<file path="src/rtl/ttc_interrupt_ctrl24_pkg.sv">
// ttc_intr_pkg24: shared constants for the ttc_interrupt_ctrl24 slice.
//   NUM_SRC_D / DATA_W_D / COAL_W_D : default widths
//   MODE_EDGE / MODE_LEVEL          : per-source mode register encoding
package ttc_intr_pkg24;
  localparam int NUM_SRC_D = 6;
  localparam int DATA_W_D  = 16;
  localparam int COAL_W_D  = 8;

  localparam logic MODE_EDGE  = 1'b0;
  localparam logic MODE_LEVEL = 1'b1;
endpackage

</file>
<file path="src/rtl/ttc_interrupt_ctrl24_if.sv">
// ttc_interrupt_ctrl24_if: APB-style register write bus.
//   pwdata24       write data
//   en_reg_sel24   load enable register
//   mode_reg_sel24 load mode register
//   clr_reg_sel24  write-1-to-clear status
//   coal_reg_sel24 load hold-off register (coalescing build only)
// Modports: master drives the bus, slave (the controller) receives it.
interface ttc_interrupt_ctrl24_if #(
  parameter int DATA_W = 16
);
  logic [DATA_W-1:0] pwdata24;
  logic              en_reg_sel24;
  logic              mode_reg_sel24;
  logic              clr_reg_sel24;
  logic              coal_reg_sel24;

  modport master (output pwdata24, en_reg_sel24, mode_reg_sel24,
                         clr_reg_sel24, coal_reg_sel24);
  modport slave  (input  pwdata24, en_reg_sel24, mode_reg_sel24,
                         clr_reg_sel24, coal_reg_sel24);
endinterface

</file>
<file path="src/rtl/ttc_interrupt_ctrl24_evt_det.sv">
// ttc_intr_evt_det24: two-stage source sampler plus per-bit event detect.
//   pclk24, n_p_reset24 : clock, async active-low reset
//   src_i               : raw sources (pclk24-synchronous)
//   mode_i              : 1 = level, 0 = rising edge
//   evt_o               : per-source event, combinational from the samplers
module ttc_intr_evt_det24
  import ttc_intr_pkg24::*;
#(
  parameter int NUM_SRC = NUM_SRC_D
) (
  input  logic               pclk24,
  input  logic               n_p_reset24,
  input  logic [NUM_SRC-1:0] src_i,
  input  logic [NUM_SRC-1:0] mode_i,
  output logic [NUM_SRC-1:0] evt_o
);
  logic [NUM_SRC-1:0] src_q, src_qq;

  always_ff @(posedge pclk24 or negedge n_p_reset24) begin
    if (!n_p_reset24) begin
      src_q  <= '0;
      src_qq <= '0;
    end else begin
      src_q  <= src_i;
      src_qq <= src_q;
    end
  end

  // Edge detection compares the two sample stages, so a mode switch on a
  // source that is already high never produces a spurious edge.
  for (genvar i = 0; i < NUM_SRC; i++) begin : g_evt
    assign evt_o[i] = (mode_i[i] == MODE_LEVEL) ? src_q[i]
                                                : (src_q[i] & ~src_qq[i]);
  end
endmodule

</file>
<file path="src/rtl/ttc_interrupt_ctrl24.sv">
// ttc_interrupt_ctrl24: interrupt aggregator with W1C status, enable/mode
// registers and a registered interrupt output.
//   pclk24, n_p_reset24 : clock, async active-low reset
//   bus                 : register write bus (slave modport)
//   intr_src24          : raw interrupt sources
//   interrupt24         : registered interrupt request
//   intr_*_out24        : status / enable / mode / pending (status & enable)
//   coal_out24          : hold-off register, zero unless coalescing is built
// Optional feature macro: TTC_INTR_COALESCE_EN (hold-off coalescing timer).
module ttc_interrupt_ctrl24
  import ttc_intr_pkg24::*;
#(
  parameter int NUM_SRC = NUM_SRC_D,
  parameter int DATA_W  = DATA_W_D,
  parameter int COAL_W  = COAL_W_D
) (
  input  logic                   pclk24,
  input  logic                   n_p_reset24,
  ttc_interrupt_ctrl24_if.slave  bus,
  input  logic [NUM_SRC-1:0]     intr_src24,
  output logic                   interrupt24,
  output logic [NUM_SRC-1:0]     intr_status_out24,
  output logic [NUM_SRC-1:0]     intr_en_out24,
  output logic [NUM_SRC-1:0]     intr_mode_out24,
  output logic [NUM_SRC-1:0]     intr_pend_out24,
  output logic [COAL_W-1:0]      coal_out24
);
  logic [NUM_SRC-1:0] en_q, mode_q, stat_q, stat_d, evt, clr_mask, pend;
  logic               int_q, int_d;

  ttc_intr_evt_det24 #(.NUM_SRC(NUM_SRC)) u_evt (
    .pclk24      (pclk24),
    .n_p_reset24 (n_p_reset24),
    .src_i       (intr_src24),
    .mode_i      (mode_q),
    .evt_o       (evt)
  );

  // Set is OR-ed in after the clear so a same-cycle event wins.
  always_comb begin
    clr_mask = bus.clr_reg_sel24 ? bus.pwdata24[NUM_SRC-1:0] : '0;
    stat_d   = (stat_q & ~clr_mask) | (evt & en_q);
    pend     = stat_q & en_q;
  end

  always_ff @(posedge pclk24 or negedge n_p_reset24) begin
    if (!n_p_reset24) begin
      en_q   <= '0;
      mode_q <= '0;
      stat_q <= '0;
      int_q  <= 1'b0;
    end else begin
      if (bus.en_reg_sel24)   en_q   <= bus.pwdata24[NUM_SRC-1:0];
      if (bus.mode_reg_sel24) mode_q <= bus.pwdata24[NUM_SRC-1:0];
      stat_q <= stat_d;
      int_q  <= int_d;
    end
  end

`ifdef TTC_INTR_COALESCE_EN
  logic [COAL_W-1:0] hold_q, tmr_q, tmr_d;

  // Timer saturates at the hold-off value; comparing the next timer value
  // makes hold-off 0 behave exactly like the uncoalesced path and makes a
  // lowered hold-off assert on the following edge.
  always_comb begin
    if (pend == '0)          tmr_d = '0;
    else if (tmr_q >= hold_q) tmr_d = hold_q;
    else                     tmr_d = tmr_q + 1'b1;
    int_d = (pend != '0) && (tmr_d == hold_q);
  end

  always_ff @(posedge pclk24 or negedge n_p_reset24) begin
    if (!n_p_reset24) begin
      hold_q <= '0;
      tmr_q  <= '0;
    end else begin
      if (bus.coal_reg_sel24) hold_q <= bus.pwdata24[COAL_W-1:0];
      tmr_q <= tmr_d;
    end
  end

  assign coal_out24 = hold_q;
`else
  always_comb int_d = |pend;
  assign coal_out24 = '0;

  logic unused_coal;
  assign unused_coal = bus.coal_reg_sel24;
`endif

  logic unused_wdata;
  assign unused_wdata = ^bus.pwdata24;

  assign interrupt24       = int_q;
  assign intr_status_out24 = stat_q;
  assign intr_en_out24     = en_q;
  assign intr_mode_out24   = mode_q;
  assign intr_pend_out24   = pend;
endmodule

</file>
<file path="src/flat_wrapper.sv">
// flat-port wrapper written by rule: the top's interface ports become plain ports
module ttc_interrupt_ctrl24_flat import ttc_intr_pkg24::*;
#(
  parameter int NUM_SRC = NUM_SRC_D,
  parameter int DATA_W  = DATA_W_D,
  parameter int COAL_W  = COAL_W_D
)
  (pclk24, n_p_reset24, intr_src24, interrupt24, intr_status_out24, intr_en_out24, intr_mode_out24, intr_pend_out24, coal_out24, bus_pwdata24, bus_en_reg_sel24, bus_mode_reg_sel24, bus_clr_reg_sel24, bus_coal_reg_sel24);
  ttc_interrupt_ctrl24_if #(.DATA_W(DATA_W)) bus_i ();
  input  logic pclk24;
  input  logic n_p_reset24;
  input  logic [NUM_SRC-1:0] intr_src24;
  output logic interrupt24;
  output logic [NUM_SRC-1:0] intr_status_out24;
  output logic [NUM_SRC-1:0] intr_en_out24;
  output logic [NUM_SRC-1:0] intr_mode_out24;
  output logic [NUM_SRC-1:0] intr_pend_out24;
  output logic [COAL_W-1:0] coal_out24;
  input wire logic [$bits(bus_i.pwdata24)-1:0] bus_pwdata24;
  input wire logic [$bits(bus_i.en_reg_sel24)-1:0] bus_en_reg_sel24;
  input wire logic [$bits(bus_i.mode_reg_sel24)-1:0] bus_mode_reg_sel24;
  input wire logic [$bits(bus_i.clr_reg_sel24)-1:0] bus_clr_reg_sel24;
  input wire logic [$bits(bus_i.coal_reg_sel24)-1:0] bus_coal_reg_sel24;
  assign bus_i.pwdata24 = bus_pwdata24;
  assign bus_i.en_reg_sel24 = bus_en_reg_sel24;
  assign bus_i.mode_reg_sel24 = bus_mode_reg_sel24;
  assign bus_i.clr_reg_sel24 = bus_clr_reg_sel24;
  assign bus_i.coal_reg_sel24 = bus_coal_reg_sel24;
  ttc_interrupt_ctrl24 #(.NUM_SRC(NUM_SRC), .DATA_W(DATA_W), .COAL_W(COAL_W)) u_core (.pclk24(pclk24), .n_p_reset24(n_p_reset24), .bus(bus_i), .intr_src24(intr_src24), .interrupt24(interrupt24), .intr_status_out24(intr_status_out24), .intr_en_out24(intr_en_out24), .intr_mode_out24(intr_mode_out24), .intr_pend_out24(intr_pend_out24), .coal_out24(coal_out24));
endmodule
</file>
<file path="config.mk">
export PLATFORM = sky130hd
export DESIGN_NAME = ttc_interrupt_ctrl24_flat
export DESIGN_NICKNAME = d
export VERILOG_FILES = /design/src/rtl/ttc_interrupt_ctrl24_pkg.sv /design/src/rtl/ttc_interrupt_ctrl24_if.sv /design/src/rtl/ttc_interrupt_ctrl24_evt_det.sv /design/src/rtl/ttc_interrupt_ctrl24.sv /design/src/flat_wrapper.sv
export SDC_FILE = /design/constraint.sdc
export NUM_CORES = 1
export LEC_CHECK = 0
export CORE_MARGIN = 8
export CORE_UTILIZATION = 38
export DETAILED_ROUTE_END_ITERATION = 8
export GPL_TIMING_DRIVEN = 0
export HOLD_SLACK_MARGIN = 0.03
export PLACE_DENSITY = 0.78
export SETUP_SLACK_MARGIN = 0.3
export SYNTH_ARGS = -nofsm -noshare
export SYNTH_HDL_FRONTEND = slang
export SYNTH_SLANG_ARGS = --single-unit
</file>
<file path="constraint.sdc">
create_clock -name pclk24 -period 1.4 [get_ports pclk24]
set_input_delay 0.14 -clock pclk24 [delete_from_list [all_inputs] [get_ports pclk24]]
set_output_delay 0.14 -clock pclk24 [all_outputs]
set_load 0.01 [all_outputs]
</file>
==> results.sh, run 1 <==
export IMPL_grt_use_total_pct=11.8
export IMPL_dr_pass1_iters=4
export IMPL_place_port_buffers=39
export IMPL_hold_viol_final=0
export IMPL_irDropWorstVdd_mv=0.617
export IMPL_yosys_area_top_type_share_pct=66.5
export IMPL_max_cap_violations=0
export IMPL_die_height_um=71.4
export IMPL_finalMaxSlewViolations=0
export IMPL_power_leakage_nw=0.893
export IMPL_routed_wire_length_per_instance_um=15.6
export IMPL_cts_sinks=31
export IMPL_syn2layout_area_growth_pct=58.4
export IMPL_placeableCoreArea_mm2=0.00298
export IMPL_detailedRoute_firstIterationViolations=13
export IMPL_startpoint_to_endpoint_class_of_the_critical_path="register to register"
export IMPL_viasPerCell=4.73
export IMPL_tritoncts_clock_tree="done"
export IMPL_h_tree_depth=2
export IMPL_run_status="finished, final reports clean"
export IMPL_seq_area_um2=776
export IMPL_chipWidth_um=71.4
export IMPL_finalWorstSetupSlack_ps=76.3
export IMPL_filler_cell_count=253
export IMPL_crit_path_max_incr_delay_ps=460
export IMPL_clkPwrFrac_pct=25.7
export IMPL_p_comb_share_pct=27.4
export IMPL_synth_async_reset_ratio_pct=100
export IMPL_design_area_mm2=0.00185
export IMPL_post_synth_design_cell_area_mm2=0.00117
export IMPL_clock_tree_root_cell="sky130_fd_sc_hd__clkbuf_4"
export IMPL_cp_capture_type="register"
export IMPL_start_util_pct=39.2
export IMPL_clock_insertion_delay_worst_skew_ps=320
export IMPL_placementRows=20
export IMPL_slowest_stage="sky130_fd_sc_hd__or4_1"
export IMPL_instances_no_fill=191
export IMPL_synth_warning_count=0
export IMPL_report_final_setup_viol=0
export IMPL_synth_area_top_cells="sky130_fd_sc_hd__dfrtp_1 (67%), sky130_fd_sc_hd__mux2_2 (12%), sky130_fd_sc_hd__a32o_1 (5.2%)"
export IMPL_p_total_mw=2.22
export IMPL_timing_critical_path_fanout_max=2
export IMPL_power_net_switching_mw=0.564
export IMPL_finalWorstPathRequiredPeriod_ps=1320
export IMPL_setup_repair_after_global_routing_missed_its_margin="true"
export IMPL_synth_edff_count=0
export IMPL_finalClockSkew_ps=6.68
export IMPL_post_synth_top_count_cell="sky130_fd_sc_hd__dfrtp_1"
export IMPL_fmax_mhz=755
export IMPL_antenna_diode_count=0
export IMPL_num_io_pins=61
export IMPL_power_switching_share_pct=25.4
export IMPL_syn_area_per_cell_um2=14.4
export IMPL_remaining_drc_errors=0
export IMPL_ys_dominant_reg_cell="sky130_fd_sc_hd__dfrtp_1"
export IMPL_grt_antenna_before_repair=0
export IMPL_internal_power_mw=1.65
export IMPL_clock_tree_buffer_depth=2
export IMPL_fin_hold_ws_ps=242
export IMPL_place_detailed_hpwl_mm=2.12
export IMPL_place_worst_setup_slack_ps=-287
export IMPL_clk_pin_slew_worst_paths_ps=90
export IMPL_wirelength_mm=2.98
export IMPL_pwr_density_cell_mw_per_mm2=1200
export IMPL_timing_critical_path_arrival_ps=1520
export IMPL_seqPwrFrac_pct=46.9
export IMPL_ys_top_cells_by_count="sky130_fd_sc_hd__dfrtp_1 (31), sky130_fd_sc_hd__mux2_2 (12), sky130_fd_sc_hd__buf_4 (8)"
export IMPL_critical_path_required_ps=1590
export IMPL_grt_pass1_wl_mm=4.64
export IMPL_min_delay_path_class="primary input to register"
export IMPL_place_gp_congestion=0.652
export IMPL_netlist_instances=81
export IMPL_critical_path_cell_chain="buf_6 > a22o_1 > or4_1"
export IMPL_utilization_pct=62.0
export IMPL_grt_pass1_vias=1041
export IMPL_remaining_number_of_nets_flagged_by_the_antenna_check_after_routing=0
export IMPL_leading_area_contributor_after_synthesis="sky130_fd_sc_hd__dfrtp_1"
export IMPL_max_slew_margin_pct=56.4
export IMPL_nets=185
export IMPL_die_area_mm2=0.00510
export IMPL_grt_start_max_net_pins=32
export IMPL_routed_via_count=903
export IMPL_area_of_the_multi_input_gates_um2=358
export IMPL_dp_cells=160
export IMPL_setup_tns_ps=0
export IMPL_grt_overflow_total=0
export IMPL_postSynthRegisterBits=31
export IMPL_netlist_cell_type_count=12
export IMPL_layout_drive_gt1_share_pct=50.0
export IMPL_numCtsBuffers=5
export IMPL_layout_worst_path_cycle_share_pct=94.6
export IMPL_critical_path_startpoint_type="register"
export IMPL_transition_time_at_the_pin_with_the_least_slew_margin_ps=653
export IMPL_dpl_instance_area_mm2=0.00163
export IMPL_yosysSeqAreaShare_pct=66.5
[flip-flops by register name, summed over array words and instances (netlist names)]
| name | count |
|---|---|
| u_core.interrupt24 | 1 |
| u_core.u_evt.src_q | 6 |
| u_core.intr_mode_out24 | 6 |
| u_core.u_evt.src_qq | 6 |
| u_core.intr_en_out24 | 6 |
| u_core.intr_status_out24 | 6 |
[layout by cell type, fill, tap and decap left out]
cell type and instances:
sky130_fd_sc_hd__buf_4 20, sky130_fd_sc_hd__buf_6 20, sky130_fd_sc_hd__and2_1 2, sky130_fd_sc_hd__nand2_1 6, sky130_fd_sc_hd__clkdlybuf4s50_1 13, sky130_fd_sc_hd__nand2b_1 6
sky130_fd_sc_hd__dlygate4sd3_1 1, sky130_fd_sc_hd__clkbuf_2 1, sky130_fd_sc_hd__dfrtp_1 31, sky130_fd_sc_hd__mux2_2 12, sky130_fd_sc_hd__clkbuf_1 3, sky130_fd_sc_hd__clkbuf_8 2
sky130_fd_sc_hd__a22o_1 2, sky130_fd_sc_hd__or4_1 1, sky130_fd_sc_hd__conb_1 8, sky130_fd_sc_hd__and2_4 4, sky130_fd_sc_hd__buf_2 15, sky130_fd_sc_hd__a32o_1 6
sky130_fd_sc_hd__clkbuf_4 5
[kinds of logic after synthesis]
logic type	share of synthesized area [%]
other	0.322
AO/OA/AOI/OAI	6.65
buffers and inverters	5.79
flip-flops	66.5
AND/OR/NAND/NOR	9.12
multiplexers	11.6
[worst paths after layout]
kind	start	to	slack, ps	depth (start not counted)
worst min register to register	u_core.u_evt.src_q[4]$_DFF_PN0_	u_core.u_evt.src_qq[4]$_DFF_PN0_	380	0
max in group asynchronous	n_p_reset24	u_core.u_evt.src_qq[4]$_DFF_PN0_	600	2
worst max register to register	u_core.intr_en_out24[1]$_DFFE_PN0P_	u_core.interrupt24$_DFF_PN0_	80	3
min in group asynchronous	n_p_reset24	u_core.intr_mode_out24[0]$_DFFE_PN0P_	370	2
worst max-delay path	u_core.intr_en_out24[1]$_DFFE_PN0P_	u_core.interrupt24$_DFF_PN0_	80	3
worst min-delay path	intr_src24[0]	u_core.u_evt.src_q[0]$_DFF_PN0_	240	1
[routing by layer]
| layer | vias to the layer above | track usage, % | part of all wire (%) |
|---|---|---|---|
| li1 | 419 | - | - |
| met1 | 432 | 11.4 | 38 |
| met2 | 43 | 20.3 | 50 |
| met3 | 9 | 6.69 | 10 |
| met4 | 0 | 4.62 | 1.6 |
| met5 | - | 0 | 0 |
[critical path, delay by kind of cell (launching register included)]
kind | cells | cell delay, ps
DFF | 1 | 410
and+or+nand+nor | 1 | 460
AOI/OAI and AO/OA | 1 | 190
buffers and inverters | 1 | 130
[power groups by stage]
stage	logic (mW)	clock network (mW)	registers [mW]
floorplan	0.158	0	1.09
finish	0.607	0.570	1.04
global placement	0.465	0	1.07
CTS	0.602	0.586	1.04
detailed placement	0.476	0	1.07
global route	0.653	0.626	1.05
[repair_timing]
action                                  in CTS  in global routing
buffers inserted                            21                  1
endpoints found under the hold margin        0                 31
gates resized for setup                    112                 10
endpoints found under the setup margin      57                 17
pin swaps                                    5                  0
cloned                                       0                  0
hold buffers                                 0                  1
[area by class of cell]
cell class	instances	share of cell area, %
Buffer	10	3.66
Sequential cell	31	42.0
Clock buffer	8	3.73
Timing Repair Buffer	62	29.0
Multi-Input combinational cell	47	19.4
Tap cell	33	2.24
(Power assumes the default switching activity.)
==> run 2, diff against run 1 <==
--- a/config.mk
+++ b/config.mk
@@ -15,3 +15,4 @@
 export SYNTH_ARGS = -nofsm -noshare
 export SYNTH_HDL_FRONTEND = slang
 export SYNTH_SLANG_ARGS = --single-unit
+export TNS_END_PERCENT = 20
==> run 2 against run 1 <==
  * Utilization barely moved
  * Worst setup slack got worse by 10 ps
  * Final area barely moved
  * Critical path depth did not move
==> results.sh, run 2 (synthesized netlist as in run 1, its figures left out) <==
export IMPL_mostFrequentLayoutCell="sky130_fd_sc_hd__dfrtp_1"
export IMPL_remaining_drc_errors=0
export IMPL_regToRegSetupSlack_ps=70
export IMPL_crit_path_max_incr_delay_ps=470
export IMPL_transition_time_at_the_pin_with_the_least_slew_margin_ps=658
export IMPL_worst_r2r_startpoint="u_core.intr_en_out24[2]$_DFFE_PN0P_"
export IMPL_grt_start_max_net_pins=32
export IMPL_startpoint_to_endpoint_class_of_the_critical_path="register to register"
export IMPL_final_cell_mix="sky130_fd_sc_hd__dfrtp_1 (31), sky130_fd_sc_hd__buf_4 (20), sky130_fd_sc_hd__buf_6 (15)"
export IMPL_timing_critical_path_depth=3
export IMPL_run_status="finished, final reports clean"
export IMPL_critical_path_startpoint_type="register"
export IMPL_placementRows=20
export IMPL_remaining_number_of_nets_flagged_by_the_antenna_check_after_routing=0
export IMPL_filler_cell_count=254
export IMPL_timing_critical_path_arrival_ps=1530
export IMPL_fmax_mhz=750
export IMPL_detailedRoute_firstIterationViolations=13
export IMPL_hold_viol_final=0
export IMPL_crit_reg2reg_capture="u_core.interrupt24$_DFF_PN0_"
export IMPL_layout_drive_gt1_share_pct=41.0
export IMPL_tritoncts_clock_tree="done"
export IMPL_grt_pass1_vias=1019
export IMPL_grt_use_total_pct=11.5
export IMPL_critical_path_top_delay_family="simple AND/OR/NAND/NOR gates"
export IMPL_slowest_stage="sky130_fd_sc_hd__or4_1"
export IMPL_grt_pass1_wl_mm=4.50
export IMPL_holdCritStartpoint="intr_src24[0]"
export IMPL_power_leakage_nw=0.888
export IMPL_chipWidth_um=71.4
export IMPL_cp_capture_type="register"
export IMPL_place_worst_setup_slack_ps=-287
export IMPL_viasPerCell=4.71
export IMPL_placeableCoreArea_mm2=0.00298
export IMPL_num_io_pins=61
export IMPL_place_port_buffers=39
export IMPL_routed_via_count=890
export IMPL_numCtsBuffers=5
export IMPL_max_cap_violations=0
export IMPL_setup_repair_after_global_routing_missed_its_margin="true"
export IMPL_clock_tree_root_cell="sky130_fd_sc_hd__clkbuf_4"
export IMPL_dr_pass1_iters=2
export IMPL_cts_sinks=31
export IMPL_finalWorstSetupSlack_ps=66.2
export IMPL_worst_r2r_cell_count=3
export IMPL_clk_pin_slew_worst_paths_ps=90
export IMPL_finalClockSkew_ps=3.90
export IMPL_syn2layout_area_growth_pct=58.5
export IMPL_place_detailed_hpwl_mm=2.12
export IMPL_antenna_diode_count=0
export IMPL_start_util_pct=39.2
export IMPL_irDropWorstVdd_mv=0.606
export IMPL_place_gp_congestion=0.652
export IMPL_pwr_density_cell_mw_per_mm2=1190
export IMPL_startpoint="u_core.intr_en_out24[2]$_DFFE_PN0P_"
export IMPL_critical_path_required_ps=1600
export IMPL_die_height_um=71.4
export IMPL_clock_tree_buffer_depth=2
export IMPL_critical_path_cell_chain="buf_6 > a22o_1 > or4_1"
export IMPL_finalMaxSlewViolations=0
export IMPL_timing_critical_path_fanout_max=2
export IMPL_min_delay_path_class="primary input to register"
export IMPL_crit_end="u_core.interrupt24$_DFF_PN0_"
export IMPL_max_slew_margin_pct=56.1
export IMPL_die_area_mm2=0.00510
export IMPL_finalWorstPathRequiredPeriod_ps=1330
export IMPL_wirelength_mm=2.89
export IMPL_grt_overflow_total=0
export IMPL_grt_antenna_before_repair=0
export IMPL_clock_insertion_delay_worst_skew_ps=330
export IMPL_routed_wire_length_per_instance_um=15.3
export IMPL_nets=183
export IMPL_crit_path_buffers_inverters=1
export IMPL_layout_worst_path_cycle_share_pct=95.3
export IMPL_p_total_mw=2.20
export IMPL_h_tree_depth=2
export IMPL_report_final_setup_viol=0
[run 2: through the flow]
| step | instance area (µm²) | TNS, ps | hold slack, ps | instances | util, % |
|---|---|---|---|---|---|
| after floorplan | 1200 | 0 | -156 | 88 | - |
| after global placement | 1630 | -8120 | 365 | 160 | 54.7 |
| after detailed placement | 1630 | -8880 | 368 | 160 | 54.7 |
| after CTS | 1820 | 0 | 233 | 186 | 61.1 |
| after global routing | 1850 | 0 | 240 | 189 | 62.1 |
| final | 1850 | 0 | 242 | 189 | 62.1 |
[run 2: cell type report]
class	count	area, µm²	area share, %
Sequential cell	31	776	42.0
Timing Repair Buffer	60	539	29.2
Multi-Input combinational cell	47	355	19.2
Clock buffer	8	68.8	3.72
Buffer	10	67.6	3.66
Tap cell	33	41.3	2.23
[run 2: per-layer routing]
metal / wire length (µm) / global-route usage, %
met1: 1100 / 10.7
met2: 1420 / 19.6
met3: 330 / 7.25
met4: 41 / 4.62
met5: 0 / 0
[run 2: worst min path at each step]
stage                                                   to  cells past startpoint
after CTS                  u_core.u_evt.src_q[0]$_DFF_PN0_                      1
final                      u_core.u_evt.src_q[0]$_DFF_PN0_                      1
after global placement    u_core.u_evt.src_qq[2]$_DFF_PN0_                      0
after floorplan               u_core.interrupt24$_DFF_PN0_                      0
after global routing       u_core.u_evt.src_q[1]$_DFF_PN0_                      1
after detailed placement  u_core.u_evt.src_qq[4]$_DFF_PN0_                      0
[run 2: where the power goes]
part	internal [mW]	leakage [nW]	switching [mW]
sequential	0.983	0.361	0.0554
clock	0.295	0.0386	0.279
combinational	0.358	0.488	0.225
total	1.64	0.888	0.559
[run 2: worst reg2reg max path, stage by stage (launching register included)]
cell	delay (ps)
sky130_fd_sc_hd__dfrtp_1	410
sky130_fd_sc_hd__buf_6	130
sky130_fd_sc_hd__a22o_1	190
sky130_fd_sc_hd__or4_1	470
[run 2: timing repair]
action                                  4_1_cts  5_1_grt
endpoints found under the setup margin       57       23
hold endpoints to repair                      0       31
gates cloned                                  0        0
resized for setup                            67       13
setup buffers                                18        2
pin swaps                                     5        0
hold buffers                                  0        1
==> run 3, diff against run 2 <==
--- a/config.mk
+++ b/config.mk
@@ -5,13 +5,15 @@
 export SDC_FILE = /design/constraint.sdc
 export NUM_CORES = 1
 export LEC_CHECK = 0
+export ABC_AREA = 1
 export CORE_MARGIN = 8
-export CORE_UTILIZATION = 38
+export CORE_UTILIZATION = 39
 export DETAILED_ROUTE_END_ITERATION = 8
 export GPL_TIMING_DRIVEN = 0
 export HOLD_SLACK_MARGIN = 0.03
-export PLACE_DENSITY = 0.78
+export PLACE_DENSITY = 0.79
 export SETUP_SLACK_MARGIN = 0.3
+export SLEW_MARGIN = 20
 export SYNTH_ARGS = -nofsm -noshare
 export SYNTH_HDL_FRONTEND = slang
 export SYNTH_SLANG_ARGS = --single-unit
==> run 3 against run 2 <==
  * Sequential share of layout area fell by 1.9 points
  * Utilization is 2.4 points higher
  * Global-route usage rose by 2.1 points
  * Worst setup slack improved by 130 ps
  * Count of clock-buffer cells in the layout shrank 2
  * Register-to-register slack improved by 170 ps
  * Critical path depth grew 1
  * Area after synthesis grew 3.5%
  * Highest routed layer unchanged
==> results.sh, run 3 <==
export IMPL_synth_area_top_cells="sky130_fd_sc_hd__dfrtp_1 (64%), sky130_fd_sc_hd__nand2_1 (14%), sky130_fd_sc_hd__inv_1 (5.9%)"
export IMPL_irDropWorstVdd_mv=0.760
export IMPL_fmax_mhz=828
export IMPL_synth_edff_count=0
export IMPL_slowest_stage="sky130_fd_sc_hd__dfrtp_1"
export IMPL_finalClockSkew_ps=5.00
export IMPL_dr_pass1_iters=4
export IMPL_timing_critical_path_mode_cell="sky130_fd_sc_hd__buf_6"
export IMPL_yosysSeqAreaShare_pct=64.2
export IMPL_leading_area_contributor_after_synthesis="sky130_fd_sc_hd__dfrtp_1"
export IMPL_critical_path_cell_chain="buf_6 > nand2_4 > inv_2 > buf_6"
export IMPL_wirelength_mm=3.27
export IMPL_post_synth_top_count_cell="sky130_fd_sc_hd__nand2_1"
export IMPL_postSynthRegisterBits=31
export IMPL_pwr_density_cell_mw_per_mm2=1090
export IMPL_tritoncts_clock_tree="done"
export IMPL_finalWorstPathRequiredPeriod_ps=1210
export IMPL_routed_via_count=1071
export IMPL_placementRows=20
export IMPL_remaining_drc_errors=0
export IMPL_finalMaxSlewViolations=0
export IMPL_mostFrequentLayoutCell="sky130_fd_sc_hd__nand2_1"
export IMPL_run_status="finished, final reports clean"
export IMPL_start_util_pct=40.2
export IMPL_clock_tree_root_cell="sky130_fd_sc_hd__clkbuf_4"
export IMPL_setup_tns_ps=0
export IMPL_ys_top_cells_by_count="sky130_fd_sc_hd__nand2_1 (46), sky130_fd_sc_hd__dfrtp_1 (31), sky130_fd_sc_hd__inv_1 (19)"
export IMPL_clock_insertion_delay_worst_skew_ps=320
export IMPL_instances_no_fill=242
export IMPL_timing_critical_path_arrival_ps=1070
export IMPL_place_worst_setup_slack_ps=190
export IMPL_grt_use_total_pct=13.6
export IMPL_placeableCoreArea_mm2=0.00300
export IMPL_p_total_mw=2.11
export IMPL_dp_cells=207
export IMPL_finalWorstSetupSlack_ps=193
export IMPL_min_delay_path_class="primary input to register"
export IMPL_fin_hold_ws_ps=247
export IMPL_design_area_mm2=0.00194
export IMPL_report_final_setup_viol=0
export IMPL_critical_path_required_ps=1260
export IMPL_synth_async_reset_ratio_pct=100
export IMPL_grt_pass1_wl_mm=5.39
export IMPL_netlist_cell_type_count=11
export IMPL_utilization_pct=64.5
export IMPL_transition_time_at_the_pin_with_the_least_slew_margin_ps=680
export IMPL_netlist_instances=126
export IMPL_cts_sinks=31
export IMPL_startpoint_to_endpoint_class_of_the_critical_path="register to output port"
export IMPL_die_area_mm2=0.00513
export IMPL_syn_area_per_cell_um2=9.58
export IMPL_max_slew_margin_pct=54.7
export IMPL_grt_start_max_net_pins=32
export IMPL_syn2layout_area_growth_pct=60.4
export IMPL_nets=237
export IMPL_final_cell_mix="sky130_fd_sc_hd__nand2_1 (42), sky130_fd_sc_hd__buf_4 (32), sky130_fd_sc_hd__dfrtp_1 (31)"
export IMPL_crit_path_max_incr_delay_ps=420
export IMPL_ys_dominant_reg_cell="sky130_fd_sc_hd__dfrtp_1"
export IMPL_layout_drive_gt1_share_pct=30.6
export IMPL_post_synth_design_cell_area_mm2=0.00121
export IMPL_grt_overflow_total=0
export IMPL_routed_wire_length_per_instance_um=13.5
export IMPL_num_io_pins=61
export IMPL_place_port_buffers=41
export IMPL_chipWidth_um=71.6
export IMPL_numCtsBuffers=5
export IMPL_setup_repair_after_global_routing_missed_its_margin="true"
export IMPL_grt_pass1_vias=1220
export IMPL_place_gp_congestion=0.690
export IMPL_layout_worst_path_cycle_share_pct=86.2
export IMPL_cp_capture_type="output port"
export IMPL_dpl_instance_area_mm2=0.00168
export IMPL_synth_warning_count=0
export IMPL_max_cap_violations=0
export IMPL_clk_pin_slew_worst_paths_ps=90
export IMPL_filler_cell_count=251
export IMPL_hold_viol_final=0
export IMPL_viasPerCell=4.43
export IMPL_die_height_um=71.6
export IMPL_h_tree_depth=2
export IMPL_detailedRoute_firstIterationViolations=36
export IMPL_yosys_area_top_type_share_pct=64.2
export IMPL_clock_tree_buffer_depth=2
export IMPL_place_detailed_hpwl_mm=2.21
export IMPL_remaining_number_of_nets_flagged_by_the_antenna_check_after_routing=0
export IMPL_timing_critical_path_fanout_max=2
export IMPL_antenna_diode_count=0
export IMPL_critical_path_startpoint_type="register"
export IMPL_power_leakage_nw=1.09
export IMPL_grt_antenna_before_repair=0
==> run 3: cell count changes after synthesis, sizes merged, moves of 6 or more <==
cell,previous run,this run
nand2b,6,0
and2,6,0
inv,0,19
mux2,12,0
nand2,6,46
a32o,6,0
nand3,0,6
o21ai,0,12
==> run 3: worst paths after layout <==
path	startpoint	slack, ps	cells past startpoint	to
worst max-delay path	u_core.intr_en_out24[5]$_DFFE_PN0P_	190	4	intr_pend_out24[5]
worst min-delay path	intr_src24[0]	250	1	u_core.u_evt.src_q[0]$_DFF_PN0_
worst max register to register	u_core.intr_en_out24[1]$_DFFE_PN0P_	240	8	u_core.interrupt24$_DFF_PN0_
worst min register to register	u_core.u_evt.src_q[1]$_DFF_PN0_	380	0	u_core.u_evt.src_qq[1]$_DFF_PN0_
max in group asynchronous	n_p_reset24	580	2	u_core.intr_mode_out24[1]$_DFFE_PN0P_
min in group asynchronous	n_p_reset24	380	2	u_core.intr_mode_out24[5]$_DFFE_PN0P_
==> run 3: report_power, final <==
| group | leakage (nW) | total (mW) | switching, mW | internal, mW |
|---|---|---|---|---|
| Clock | 0.0341 | 0.516 | 0.284 | 0.232 |
| Combinational | 0.683 | 0.558 | 0.251 | 0.307 |
| Sequential | 0.369 | 1.04 | 0.0586 | 0.978 |
==> run 3: cells by family after synthesis <==
family	after synthesis	synth area share [%]
AOI/OAI and AO/OA	12	5.60
buffers and inverters	29	12.7
DFF	31	64.2
other	1	0.311
and+or+nand+nor	53	17.1
==> run 3: routing by layer <==
| layer | track usage (%) | vias up | part of all wire, % |
|---|---|---|---|
| li1 | - | 530 | - |
| met4 | 4.99 | 0 | 0.89 |
| met2 | 23.1 | 40 | 50 |
| met3 | 7.81 | 4 | 9.6 |
| met5 | 0 | - | 0 |
| met1 | 13.4 | 497 | 39 |
==> run 3: final cells by class <==
cell class,instances,area [µm²],area share [%]
plain buffers,10,82.6,4.26
clock buffers,6,51.3,2.65
clock inverters,1,5.00,0.258
inverters,19,71.3,3.68
multi-input cells,73,324,16.7
flip-flops and latches,31,776,40.1
well taps,33,41.3,2.13
repair buffers,69,586,30.2
==> run 3: worst max-delay path, delay by kind of cell (launching register included) <==
kind | cells | cell delay [ps]
buf+inv | 3 | 280
simple gates | 1 | 50
flops | 1 | 420
==> run 3: what timing repair did <==
action | in CTS | in global routing
endpoints found under the setup margin | 25 | 26
resized for setup | 63 | 7
hold buffers | 1 | 0
buffers inserted | 25 | 2
pin swaps | 5 | 2
hold endpoints to repair | 31 | 0
